$ cat src/rtl/key_action_ctrl.sv
// Lane-runner control block: game-state FSM driven by Enter/Crash plus
// lane movement from arrow keys with saturating bounds and auto-repeat.
module key_action_ctrl #(
    parameter int NUM_LANES    = 3,
    parameter int START_LANE   = 1,
    parameter int REPEAT_DELAY = 25000000,
    parameter int REPEAT_RATE  = 5000000
) (
    input  logic       CLOCK_50,
    input  logic       Resetn,
    input  logic       EnterEn,
    input  logic       LeftEn,
    input  logic       RightEn,
    input  logic       Crash,
    output logic [1:0] Lane,
    output logic [1:0] GameState,
    output logic       StartPulse,
    output logic       LaneChanged
);

    localparam logic [1:0] ST_IDLE  = 2'b00;
    localparam logic [1:0] ST_PLAY  = 2'b01;
    localparam logic [1:0] ST_PAUSE = 2'b10;
    localparam logic [1:0] ST_OVER  = 2'b11;

    localparam int CNT_MAX = (REPEAT_DELAY > REPEAT_RATE) ? REPEAT_DELAY : REPEAT_RATE;
    localparam int CW      = $clog2(CNT_MAX + 1);

    localparam logic [1:0]    START_L   = 2'(START_LANE);
    localparam logic [1:0]    LAST_L    = 2'(NUM_LANES - 1);
    localparam logic [CW-1:0] DELAY_M1  = CW'(REPEAT_DELAY - 1);
    localparam logic [CW-1:0] RATE_M1   = CW'(REPEAT_RATE - 1);

    logic          enter_q, left_q, right_q;
    logic [1:0]    state_q, state_d;
    logic [1:0]    lane_q, lane_d;
    logic          start_q, start_d;
    logic          changed_q, changed_d;
    logic          armed_q, armed_d;
    logic          rep_q, rep_d;
    logic [CW-1:0] cnt_q, cnt_d;

    logic enter_rise_s, left_rise_s, right_rise_s;
    logic stay_play_s, hold_one_s, move_s;

    assign enter_rise_s = EnterEn & ~enter_q;
    assign left_rise_s  = LeftEn  & ~left_q;
    assign right_rise_s = RightEn & ~right_q;
    assign stay_play_s  = (state_q == ST_PLAY) & ~Crash & ~enter_rise_s;
    assign hold_one_s   = LeftEn ^ RightEn;

    // Game-state transitions; Crash wins over Enter while playing
    always_comb begin
        state_d = state_q;
        start_d = 1'b0;
        case (state_q)
            ST_IDLE: begin
                if (enter_rise_s) begin
                    state_d = ST_PLAY;
                    start_d = 1'b1;
                end else begin
                    state_d = ST_IDLE;
                end
            end
            ST_PLAY: begin
                if (Crash) begin
                    state_d = ST_OVER;
                end else if (enter_rise_s) begin
                    state_d = ST_PAUSE;
                end else begin
                    state_d = ST_PLAY;
                end
            end
            ST_PAUSE: begin
                if (enter_rise_s) begin
                    state_d = ST_PLAY;
                end else begin
                    state_d = ST_PAUSE;
                end
            end
            ST_OVER: begin
                if (enter_rise_s) begin
                    state_d = ST_IDLE;
                end else begin
                    state_d = ST_OVER;
                end
            end
            default: begin
                state_d = ST_IDLE;
            end
        endcase
    end

    // Repeat scheduling: armed only by a fresh rise, so a key carried
    // through PAUSE or a two-key chord never resumes repeating on its own
    always_comb begin
        armed_d = armed_q;
        rep_d   = rep_q;
        cnt_d   = cnt_q;
        move_s  = 1'b0;
        if (!stay_play_s || !hold_one_s) begin
            armed_d = 1'b0;
            rep_d   = 1'b0;
            cnt_d   = '0;
        end else if (left_rise_s || right_rise_s) begin
            move_s  = 1'b1;
            armed_d = 1'b1;
            rep_d   = 1'b0;
            cnt_d   = '0;
        end else if (armed_q) begin
            if (cnt_q == (rep_q ? RATE_M1 : DELAY_M1)) begin
                move_s = 1'b1;
                rep_d  = 1'b1;
                cnt_d  = '0;
            end else begin
                cnt_d  = cnt_q + CW'(1);
            end
        end else begin
            cnt_d = '0;
        end
    end

    // Lane update with saturation; blocked moves keep the cadence silently
    always_comb begin
        lane_d    = lane_q;
        changed_d = 1'b0;
        if (state_q == ST_IDLE && enter_rise_s) begin
            lane_d = START_L;
        end else if (move_s) begin
            if (LeftEn) begin
                if (lane_q != 2'd0) begin
                    lane_d    = lane_q - 2'd1;
                    changed_d = 1'b1;
                end else begin
                    lane_d    = lane_q;
                end
            end else begin
                if (lane_q != LAST_L) begin
                    lane_d    = lane_q + 2'd1;
                    changed_d = 1'b1;
                end else begin
                    lane_d    = lane_q;
                end
            end
        end else begin
            lane_d = lane_q;
        end
    end

    // State registers; key history resets high so held keys need a re-press
    always_ff @(posedge CLOCK_50 or negedge Resetn) begin
        if (!Resetn) begin
            enter_q   <= 1'b1;
            left_q    <= 1'b1;
            right_q   <= 1'b1;
            state_q   <= ST_IDLE;
            lane_q    <= START_L;
            start_q   <= 1'b0;
            changed_q <= 1'b0;
            armed_q   <= 1'b0;
            rep_q     <= 1'b0;
            cnt_q     <= '0;
        end else begin
            enter_q   <= EnterEn;
            left_q    <= LeftEn;
            right_q   <= RightEn;
            state_q   <= state_d;
            lane_q    <= lane_d;
            start_q   <= start_d;
            changed_q <= changed_d;
            armed_q   <= armed_d;
            rep_q     <= rep_d;
            cnt_q     <= cnt_d;
        end
    end

    assign Lane        = lane_q;
    assign GameState   = state_q;
    assign StartPulse  = start_q;
    assign LaneChanged = changed_q;

endmodule

$ cat config.mk
export PLATFORM = sky130hd
export DESIGN_NAME = key_action_ctrl
export DESIGN_NICKNAME = d
export VERILOG_FILES = /design/src/rtl/key_action_ctrl.sv
export SDC_FILE = /design/constraint.sdc
export NUM_CORES = 1
export LEC_CHECK = 0
export BUFFER_PORTS_ARGS = -buffer_cell sky130_fd_sc_hd__buf_4
export CORE_MARGIN = 3
export CORE_UTILIZATION = 58
export CTS_CLUSTER_SIZE = 12
export DETAILED_ROUTE_END_ITERATION = 8
export PLACE_DENSITY = 0.77
export REMOVE_ABC_BUFFERS = 1
export SYNTH_ARGS = -nofsm -noshare
export SYNTH_HDL_FRONTEND = slang
export SYNTH_SLANG_ARGS = --single-unit
$ cat constraint.sdc
create_clock -name CLOCK_50 -period 2.75 [get_ports CLOCK_50]
set_input_delay 0.4125 -clock CLOCK_50 [delete_from_list [all_inputs] [get_ports CLOCK_50]]
set_output_delay 0.4125 -clock CLOCK_50 [all_outputs]
set_load 0.01 [all_outputs]
==> impl_results.md, run 1 <==
* Pwr dens at 636.6 mW/mm^2
* Final Skew at just under 0.01 ns
* Slew Limit Headroom at 0.6678
* Post-synth top area cell: dfrtp_1
* CTS H-tree depth at 2
* Hold Buf Count CTS at 0
* Count of cell types in the netlist at 37
* YS warnings at 0
* CTS sink count at 36
* Clock latency at the later pin of the worst-skew pair at roughly 0.34 ns
* Final weighted congestion in routability-driven placement at 0.7654
* Max-slew violation count at 0
* Post-Syn Area at 0.001745 sq mm
* Core area at 0.002805 sq mm
* Reg2reg start: cnt_q[8]
* Post-synthesis sequential element count at 36
* Fin crit share at 0.8009
* Setup crit start kind: register
* Synth Area per Inst at 10.09 sq um
* Non-Filler Instances at 221
* I/O Pins at 12
* DRT Pass-1 Iters at 4
* Clock slew at reported path FFs at 0.11 ns
* WP data arrival at 2.47 ns
* Rows at 19
* TNS Setup at 0 ns
* Area contributors post-synth: dfrtp_1 (46%), nor2_1 (8.2%), xor2_1 (6.5%)
* Post-route DRC at 0
* Final setup viols at 0
* CTS root buffer: clkbuf_4
* GR Util All Layers at 0.1963
* Largest net degree at the start of global routing at 37
* Post-CTS Resized at 0
* GR Overflow Total at 0
* Inserted Clock Buffers at 5
* VDD IR max at 0.5142 mV
* Initial core utilization at 0.6222
* Crit. End Element: register
* Reg-to-Reg End: Lane[0]
* Placed cell areas at 0.001861 sq mm
* Number of buffers added on ports at 11
* First-pass GRT wire length at 5216 um
* Period minus WS final at 2.202 ns
* CP Max Fanout at 6
* Antenna-violating nets left at 0
* WL per Instance at roughly 14 um
* Vias after detailed routing at 1269
* Ratio of cells with drive above 1 in the final layout at 0.1737
* Post-CTS Setup Inserts at 0
* Max clock buf depth at 2
* Die height at a little over 60 um
* Peak Freq at roughly 0.45 GHz
* # fillers at 213
* Status: complete, no violations
* R2R setup slack at 0.55 ns
* Seq/Total Area, Yosys at 0.5190
* MaxCap Viol Count at 0
* CTS tree: yes
* Crit path kind: register to register
* Routed WL at around 3000 um
* Worst Max-Slew Pin Slew at 0.4937 ns
* Final Hold Viols at 0
* Via-per-instance ratio at 5.742
* Mapped Cells at between 150 and 200
* Post-DP HPWL at 2214 um
* Initial antenna violation count at 0
* Post-route design area at 0.001988 sq mm
* Number of global-route vias before repair at 1187
* P_leak at 0.0008172 uW
* Starting DRT DRC Count at slightly above 80
* Placed cells at 213
* RSZ-0062 raised after global routing: no
* Die width at 60.86 um
* Worst hold path class: input port to async pin
* # diodes at 0
* Required time of the worst setup path at 3.02 ns
* Commonest non-fill, non-tap cell in the layout: nor2_1
* Final net count at about 200
* Most frequent cells in the layout: nor2_1 (38), dfrtp_1 (32), xor2_1 (13), xnor2_1 (12), buf_4 (12)
* R2R depth at 6
* Top cell type's share of synthesized area at 0.4588
* Total Die Area at between 0.003 and 0.004 sq mm
* Layout area overhead at 13.91%
==> per-stage QoR <==
step             util  setup WS (ns)  hold WS [ns]  total power, uW
2_1_floorplan       -         0.7086        0.1169            661.5
3_3_place_gp   0.6632         0.7050        0.3849            720.6
3_5_place_dp   0.6632         0.6057        0.3872            727.9
4_1_cts        0.7087         0.5537      0.001361             1281
5_1_grt        0.7087         0.4722       0.01305             1321
6_report       0.7087         0.5475      0.002059             1266
==> cell type report <==
| type | instances | area, sq um | area share |
|---|---|---|---|
| Sequential cell | 36 | 905.9 | 0.4556 |
| Multi-Input combinational cell | 125 | 792.0 | 0.3984 |
| Clock inverter | 3 | 90.09 | 0.04531 |
| Timing Repair Buffer | 12 | 90.09 | 0.04531 |
| Tap cell | 31 | 38.79 | 0.01951 |
| Clock buffer | 5 | 37.54 | 0.01888 |
| Inverter | 9 | 33.78 | 0.01699 |
==> worst max-delay path: stages, from the launching register on <==
cell	delay [ns]
dfrtp_1	0.46
or4bb_1	0.52
nor4_1	0.38
o2111ai_2	0.22
a21oi_4	0.26
mux2i_1	0.09
or2_1	0.21
==> cell families after synthesis <==
group	after synthesis	share of synthesized area
and+or+nand+nor	86	0.2581
DFF	36	0.5190
xor gates and xnor gates	25	0.1254
AOI/OAI and AO/OA	12	0.05735
buffers and inverters	12	0.02724
muxes	1	0.005735
adders and majority gates	1	0.007167
==> synth_stat cells (all sizes together) <==
master   count
o2111ai      1
a21oi        4
nand2       11
o22ai        2
a211oi       1
dfstp        4
nand2b       1
inv          9
nand4       12
o211ai       1
nor4         3
buf          2
ha           1
dfrtp       32
o21a         1
a311oi       1
nor2b        1
xnor2       12
or2          1
nor3         3
nand4b       2
mux2i        1
clkbuf       1
o211a        1
or4          1
or4bb        1
xor2        13
or3          2
nor2        38
and3         5
nand3        5
==> per-layer routing <==
metal	share of wire	global-route usage	vias to the layer above
met4	0.021	0.1176	0
met3	0.025	0.05106	8
met2	0.48	0.2931	14
met1	0.48	0.2558	625
li1	-	-	622
met5	0	0	-
==> worst max-delay path by stage <==
stage | start | to | slack (ns) | cells past startpoint
after floorplan | cnt_q[7] | cnt_q[10] | 0.71 | 5
after global placement | cnt_q[7] | Lane[0] | 0.71 | 6
after detailed placement | cnt_q[8] | Lane[0] | 0.61 | 6
after CTS | cnt_q[8] | Lane[0] | 0.55 | 6
after global routing | cnt_q[8] | Lane[0] | 0.47 | 6
final | cnt_q[8] | Lane[0] | 0.55 | 6
==> registers in the layout, indices dropped and copies added (netlist names) <==
signal / cells
GameState: 2
right_q: 1
armed_q: 1
left_q: 1
Lane: 2
enter_q: 1
cnt_q: 25
LaneChanged: 1
StartPulse: 1
rep_q: 1
==> power by group <==
group | switching, uW | internal (uW) | total (uW)
clock network | 176 | 375 | 551
registers | 24.9 | 561 | 586
logic | 70.5 | 58.5 | 129
total | 271 | 994 | 1270
(Power assumes the default switching activity.)
==> run 2: changes to the inputs <==
==> constraint.sdc (replaced) <==
create_clock -name CLOCK_50 -period 2.2 [get_ports CLOCK_50]
set_input_delay 0.33 -clock CLOCK_50 [delete_from_list [all_inputs] [get_ports CLOCK_50]]
set_output_delay 0.33 -clock CLOCK_50 [all_outputs]
set_load 0.01 [all_outputs]
==> run 2 against run 1 <==
Non-clock buffer count up 4; critical path type unchanged; core utilization up 0.67 points; clock-buffer cell count up 2; critical path depth unchanged; global-route usage up 1.7 points; final cell count up 1.8%; maximum frequency up 3.5%.
==> impl_results.md, run 2 (synthesis results as in run 1) <==
* Status: complete, no violations (unchanged)
* Placed cells at 215 (was 213)
* R2R setup slack at 0.07 ns (was 0.55 ns)
* Pint at 1079 uW (was 994.2 uW)
* CTS H-tree depth at 2 (unchanged)
* Peak Freq at 0.4700 GHz (was 0.4540 GHz)
* Die width at 60.86 um (unchanged)
* Switching Power at 340.5 uW (was 271.4 uW)
* Comb pwr share at 0.115 (was 0.102)
* MaxCap Viol Count at 0 (unchanged)
* Total Die Area at 0.003703 sq mm (unchanged)
* P_leak at 0.0008304 uW (was 0.0008172 uW)
* First-pass GRT wire length at 5754 um (was 5216 um)
* Worst hold path class: input port to register (was input port to async pin)
* Max clock buf depth at 2 (unchanged)
* Post-route DRC at 0 (unchanged)
* CP Max Fanout at 5 (was 6)
* Initial core utilization at 0.6222 (unchanged)
* GR Overflow Total at 0 (unchanged)
* Reg2reg start: cnt_q[20] (was cnt_q[8])
* Rows at 19 (unchanged)
* Period minus WS final at 2.127 ns (was 2.202 ns)
* Via-per-instance ratio at 5.662 (was 5.742)
* Clock slew at reported path FFs at 0.11 ns (about the same)
* Clock power share at 0.367 (was 0.435)
* Switching share of power at 0.2400 (was 0.2144)
* Final Hold Viols at 0 (unchanged)
* Ratio of cells with drive above 1 in the final layout at 0.1907 (was 0.1737)
* Starting DRT DRC Count at 73 (was 83)
* Core area at 0.002805 sq mm (unchanged)
* Crit path kind: register to register (unchanged)
* DRT Pass-1 Iters at 4 (unchanged)
* WHS at 0.1022 ns (was 0.002059 ns)
* Post-DP HPWL at 2353 um (was 2214 um)
* Reg power frac at 0.518 (was 0.463)
* Final setup margin at 0.07256 ns (was 0.5475 ns)
* Hold path depth at 1
* Routed WL at 3455 um (was 3042 um)
* Max-slew violation count at 0 (unchanged)
* I/O Pins at 12 (unchanged)
* Reg-to-Reg End: Lane[0] (unchanged)
* # diodes at 0 (unchanged)
* VDD IR max at 0.6044 mV (was 0.5142 mV)
* Largest net degree at the start of global routing at 37 (unchanged)
* GR Util All Layers at 0.2129 (was 0.1963)
* CTS root buffer: clkbuf_4 (unchanged)
* Reg with most FFs: cnt_q (unchanged)
* Hold Startpoint: EnterEn
* Initial antenna violation count at 0 (unchanged)
* # fillers at 207 (was 213)
* Vias after detailed routing at 1274 (was 1269)
* Slew Limit Headroom at 0.6555 (was 0.6678)
* Number of global-route vias before repair at 1251 (was 1187)
* TNS Setup at 0 ns (unchanged)
* Fin util at 0.7154 (was 0.7087)
* Commonest non-fill, non-tap cell in the layout: nor2_1 (unchanged)
* Non-Filler Instances at 225 (was 221)
* Number of buffers added on ports at 11 (unchanged)
* Max reg flops at 25 (unchanged)
* Final net count at 200 (was 196)
* WL per Instance at 15.36 um (was 13.76 um)
* R2R depth at 6 (unchanged)
* Setup slack at placement at 0.09459 ns (was 0.6057 ns)
* Final setup viols at 0 (unchanged)
* Clock latency at the later pin of the worst-skew pair at 0.34 ns (about the same)
* Final weighted congestion in routability-driven placement at 0.8298 (was 0.7654)
* Crit. End Element: register (unchanged)
* Pwr dens at 707.1 mW/mm^2 (was 636.6 mW/mm^2)
* Inserted Clock Buffers at 5 (unchanged)
* Endpoint, Worst Hold: enter_q
* Setup crit start kind: register (unchanged)
* Antenna-violating nets left at 0 (unchanged)
* CTS sink count at 36 (unchanged)
* Worst Max-Slew Pin Slew at 0.5127 ns (was 0.4937 ns)
* Fin crit share at 0.9670 (was 0.8009)
* Final Skew at 0.004455 ns (was 0.009728 ns)
* Most frequent cells in the layout: nor2_1 (38), dfrtp_1 (32), buf_4 (14), xor2_1 (13), xnor2_1 (12) (was nor2_1 (38), dfrtp_1 (32), xor2_1 (13), xnor2_1 (12), buf_4 (12))
* WP data arrival at 2.41 ns (was 2.47 ns)
* Die height at 60.86 um (unchanged)
* CTS tree: yes (unchanged)
* Required time of the worst setup path at 2.48 ns (was 3.02 ns)
* Layout area overhead at 14.98% (was 13.91%)
-- run 2: cell count changes in the layout (fill, tap and decap cells not counted), sizes merged --
cell | previous run | this run
buf | 12 | 15
dlygate4sd3 | 0 | 1
bufinv | 3 | 1
clkbuf | 5 | 7
-- run 2: what timing repair did --
| item | 4_1_cts | 5_1_grt |
|---|---|---|
| hold buffers | 1 | 0 |
| resized for setup | 0 | 1 |
| setup endpoints to repair | 0 | 2 |
| endpoints found under the hold margin | 32 | 0 |
| setup buffers | 0 | 1 |
-- run 2: final cells by class --
type	instances	area (sq um)	area share
multi-input combinational	125	798.3	0.3978
clock inverter	1	30.03	0.01496
tap	31	38.79	0.01933
sequential	36	905.9	0.4514
timing repair buffer	16	135.1	0.06733
clock buffer	7	65.06	0.03242
inverter	9	33.78	0.01683
-- run 2: power by group through the flow --
stage	Clock (uW)	Combinational, uW	Sequential [uW]
floorplan	0	71.6	755
global placement	0	158	743
detailed placement	0	163	747
CTS	530	165	735
global route	560	184	739
finish	521	163	735
-- run 2: worst max path at each step --
stage | start | end | slack, ns
floorplan | cnt_q[7] | cnt_q[10] | 0.16
global placement | cnt_q[7] | Lane[0] | 0.16
detailed placement | cnt_q[8] | Lane[0] | 0.09
CTS | cnt_q[8] | Lane[0] | 0.05
global route | cnt_q[20] | Lane[1] | -0.05
finish | cnt_q[20] | Lane[0] | 0.07
-- run 2: critical path, cell delays in order, from the launching register on --
cell and delay, ns:
dfrtp_1 0.44, or3_2 0.49, nor4_1 0.38, o2111ai_2 0.24
a21oi_4 0.23, mux2i_1 0.09, or2_1 0.20
-- run 2: per-layer routing --
metal,part of all wire,GRT usage,routed length [um]
met5,0,0,0
met4,0.0084,0.09288,29
met3,0.037,0.06383,128
met2,0.50,0.3221,1733
met1,0.45,0.2834,1563
-- run 2: per-stage QoR --
step	cell area, sq um	power, uW
6_report	2007	1419
5_1_grt	2007	1483
4_1_cts	1993	1429
3_5_place_dp	1888	910.4
3_3_place_gp	1888	901.0
2_1_floorplan	1732	826.8
==> run 3: changes to the inputs <==
--- a/config.mk
+++ b/config.mk
@@ -8,6 +8,7 @@
 export BUFFER_PORTS_ARGS = -buffer_cell sky130_fd_sc_hd__buf_4
 export CORE_MARGIN = 3
 export CORE_UTILIZATION = 58
+export CTS_BUF_LIST = sky130_fd_sc_hd__clkbuf_4 sky130_fd_sc_hd__clkbuf_8
 export CTS_CLUSTER_SIZE = 12
 export DETAILED_ROUTE_END_ITERATION = 8
 export PLACE_DENSITY = 0.77
==> constraint.sdc (replaced) <==
create_clock -name CLOCK_50 -period 2.1 [get_ports CLOCK_50]
set_input_delay 0.315 -clock CLOCK_50 [delete_from_list [all_inputs] [get_ports CLOCK_50]]
set_output_delay 0.315 -clock CLOCK_50 [all_outputs]
set_load 0.01 [all_outputs]
==> run 3 against run 2 <==
Hold slack got worse by 0.012 ns; sequential power increased by 4.6%; register-to-register slack improved by 0.08 ns; combinational power increased by 4%; clock power decreased by 22%; via count increased by 0.47%; global-route usage decreased by 0.96 points; clock skew about the same; final cell count increased by 2.7%; wire length decreased by 8.7%; largest cell class unchanged; largest power group unchanged; highest routed layer unchanged.
==> impl_results.md, run 3 (synthesis results as in run 1) <==
* Worst hold path class: input port to register (unchanged)
* Setup slack at placement at 0.04263 ns (was 0.09459 ns)
* Final Hold Viols at 0 (unchanged)
* Worst Max-Slew Pin Slew at 0.5474 ns (was 0.5127 ns)
* Final Skew at 0.004917 ns (was 0.004455 ns)
* Hold path depth at 1 (unchanged)
* Placed cells at 221 (was 215)
* Period minus WS final at 1.950 ns (was 2.127 ns)
* Largest net degree at the start of global routing at 37 (unchanged)
* Initial antenna violation count at 0 (unchanged)
* WL per Instance at 13.66 um (was 15.36 um)
* Max reg flops at 25 (unchanged)
* Clock latency at the later pin of the worst-skew pair at 0.34 ns (about the same)
* TNS Setup at 0 ns (unchanged)
* Comb pwr share at 0.126 (was 0.115)
* Layout area overhead at 15.91% (was 14.98%)
* Clock slew at reported path FFs at 0.10 ns (was 0.11 ns)
* Register area at 905.9 sq um (unchanged)
* Ratio of cells with drive above 1 in the final layout at 0.2150 (was 0.1907)
* CTS root buffer: clkbuf_4 (unchanged)
* CP Max Fanout at 5 (unchanged)
* Footprint of the multi-input gates at 798.3 sq um (unchanged)
* Rows at 19 (unchanged)
* First-pass GRT wire length at 5382 um (was 5754 um)
* Max clock buf depth at 2 (unchanged)
* Final net count at 206 (was 200)
* Inserted Clock Buffers at 5 (unchanged)
* Switching Power at 337.2 uW (was 340.5 uW)
* Non-Filler Instances at 231 (was 225)
* Peak Freq at 0.5129 GHz (was 0.4700 GHz)
* Routed WL at 3156 um (was 3455 um)
* Slew Limit Headroom at 0.6322 (was 0.6555)
* GR Overflow Total at 0 (unchanged)
* Number of global-route vias before repair at 1211 (was 1251)
* Via-per-instance ratio at 5.541 (was 5.662)
* Die width at 60.86 um (unchanged)
* Crit. End Element: register (unchanged)
* Reg with most FFs: cnt_q (unchanged)
* # fillers at 200 (was 207)
* R2R depth at 7 (was 6)
* VDD IR max at 0.5639 mV (was 0.6044 mV)
* End of the critical path: Lane[0] (unchanged)
* Commonest non-fill, non-tap cell in the layout: nor2_1 (unchanged)
* WP data arrival at 2.23 ns (was 2.41 ns)
* Switching share of power at 0.2513 (was 0.2400)
* Reg2reg start: cnt_q[20] (unchanged)
* Clock power share at 0.301 (was 0.367)
* Reg power frac at 0.573 (was 0.518)
* Met1 Track Usage GR at 0.2725 (was 0.2834)
* CTS H-tree depth at 2 (unchanged)
* Pwr dens at 663.4 mW/mm^2 (was 707.1 mW/mm^2)
* Pint at 1005 uW (was 1079 uW)
* Most frequent cells in the layout: nor2_1 (38), dfrtp_1 (32), buf_4 (20), xor2_1 (13), xnor2_1 (12) (was nor2_1 (38), dfrtp_1 (32), buf_4 (14), xor2_1 (13), xnor2_1 (12))
* Status: complete, no violations (unchanged)
* DRT Pass-1 Iters at 4 (unchanged)
* Required time of the worst setup path at 2.38 ns (was 2.48 ns)
* Initial core utilization at 0.6222 (unchanged)
* CTS tree: yes (unchanged)
* Die height at 60.86 um (unchanged)
* P_leak at 0.0008510 uW (was 0.0008304 uW)
* Total Die Area at 0.003703 sq mm (unchanged)
* Max-slew violation count at 0 (unchanged)
* MaxCap Viol Count at 0 (unchanged)
* Met3 GRT Util at 0.06383 (unchanged)
* Fin crit share at 0.9283 (was 0.9670)
* Crit path kind: register to register (unchanged)
* Antenna-violating nets left at 0 (unchanged)
* Starting DRT DRC Count at 88 (was 73)
* Number of buffers added on ports at 11 (unchanged)
* Crit path from: cnt_q[20] (unchanged)
* R2R setup slack at 0.15 ns (was 0.07 ns)
* Busiest layer in global routing: met2 (unchanged)
* Final setup margin at 0.1505 ns (was 0.07256 ns)
* CTS sink count at 36 (unchanged)
* RSZ-0062 raised after global routing: no
* # diodes at 0 (unchanged)
* Final setup viols at 0 (unchanged)
* Vias after detailed routing at 1280 (was 1274)
* I/O Pins at 12 (unchanged)
* Setup crit start kind: register (unchanged)
* Final weighted congestion in routability-driven placement at 0.7840 (was 0.8298)
* Post-DP HPWL at 2300 um (was 2353 um)
* Post-route DRC at 0 (unchanged)
* Core area at 0.002805 sq mm (unchanged)
* Met2 usage at 0.3069 (was 0.3221)
* GR Util All Layers at 0.2034 (was 0.2129)
* Reg-to-Reg End: Lane[0] (unchanged)
[run 3: cell types whose count changed in the layout (fill, tap and decap cells not counted)]
cell | before | now
clkbuf_4 | 5 | 7
bufinv_16 | 1 | 0
clkbuf_8 | 2 | 1
buf_4 | 14 | 20
[run 3: critical path, cell delays in order, from the launching register on]
cell and delay (ns):
dfrtp_1 0.39, or3_2 0.48, nor4_1 0.18, buf_4 0.16, o2111ai_2 0.17, a21oi_4 0.22, mux2i_1 0.09, or2_1 0.20
[run 3: layer usage]
metal | share of wire | up-vias
met5 | 0 | -
met4 | 0.016 | 0
met3 | 0.037 | 5
met2 | 0.48 | 21
met1 | 0.47 | 616
li1 | - | 638
[run 3: what timing repair did]
action                                 CTS  global route
endpoints found under the hold margin   32             0
gates resized for setup                  0             1
buffers inserted                         0             1
hold buffers                             1             0
setup endpoints to repair                0             2
[run 3: worst min path at each step]
stage,start,end,slack [ns]
floorplan,Resetn,GameState[0],0.02
global placement,Resetn,cnt_q[18],0.29
detailed placement,Resetn,cnt_q[17],0.29
CTS,EnterEn,enter_q,0.06
global route,EnterEn,enter_q,0.06
finish,EnterEn,enter_q,0.09
[run 3: layout make-up]
type                    count  area share
clock buffers               8     0.03278
inverters                   9     0.01670
multi-input cells         125      0.3946
flip-flops and latches     36      0.4477
well taps                  31     0.01917
repair buffers             22     0.08905
[run 3: power groups by stage]
stage	Sequential [uW]	Clock [uW]	Combinational, uW
6_report	769	404	170
5_1_grt	776	455	191
4_1_cts	769	427	171
3_5_place_dp	783	0	170
3_3_place_gp	778	0	165
2_1_floorplan	791	0	75.0
[run 3: stage by stage]
stage | hold WS (ns) | utilization | cell area, sq um | total power [uW]
after global routing | 0.05962 | 0.7212 | 2023 | 1422
final | 0.09055 | 0.7212 | 2023 | 1342
after detailed placement | 0.2943 | 0.6891 | 1933 | 952.8
after global placement | 0.2862 | 0.6891 | 1933 | 943.4
after floorplan | 0.01941 | - | 1732 | 866.2
after CTS | 0.06451 | 0.7163 | 2009 | 1367
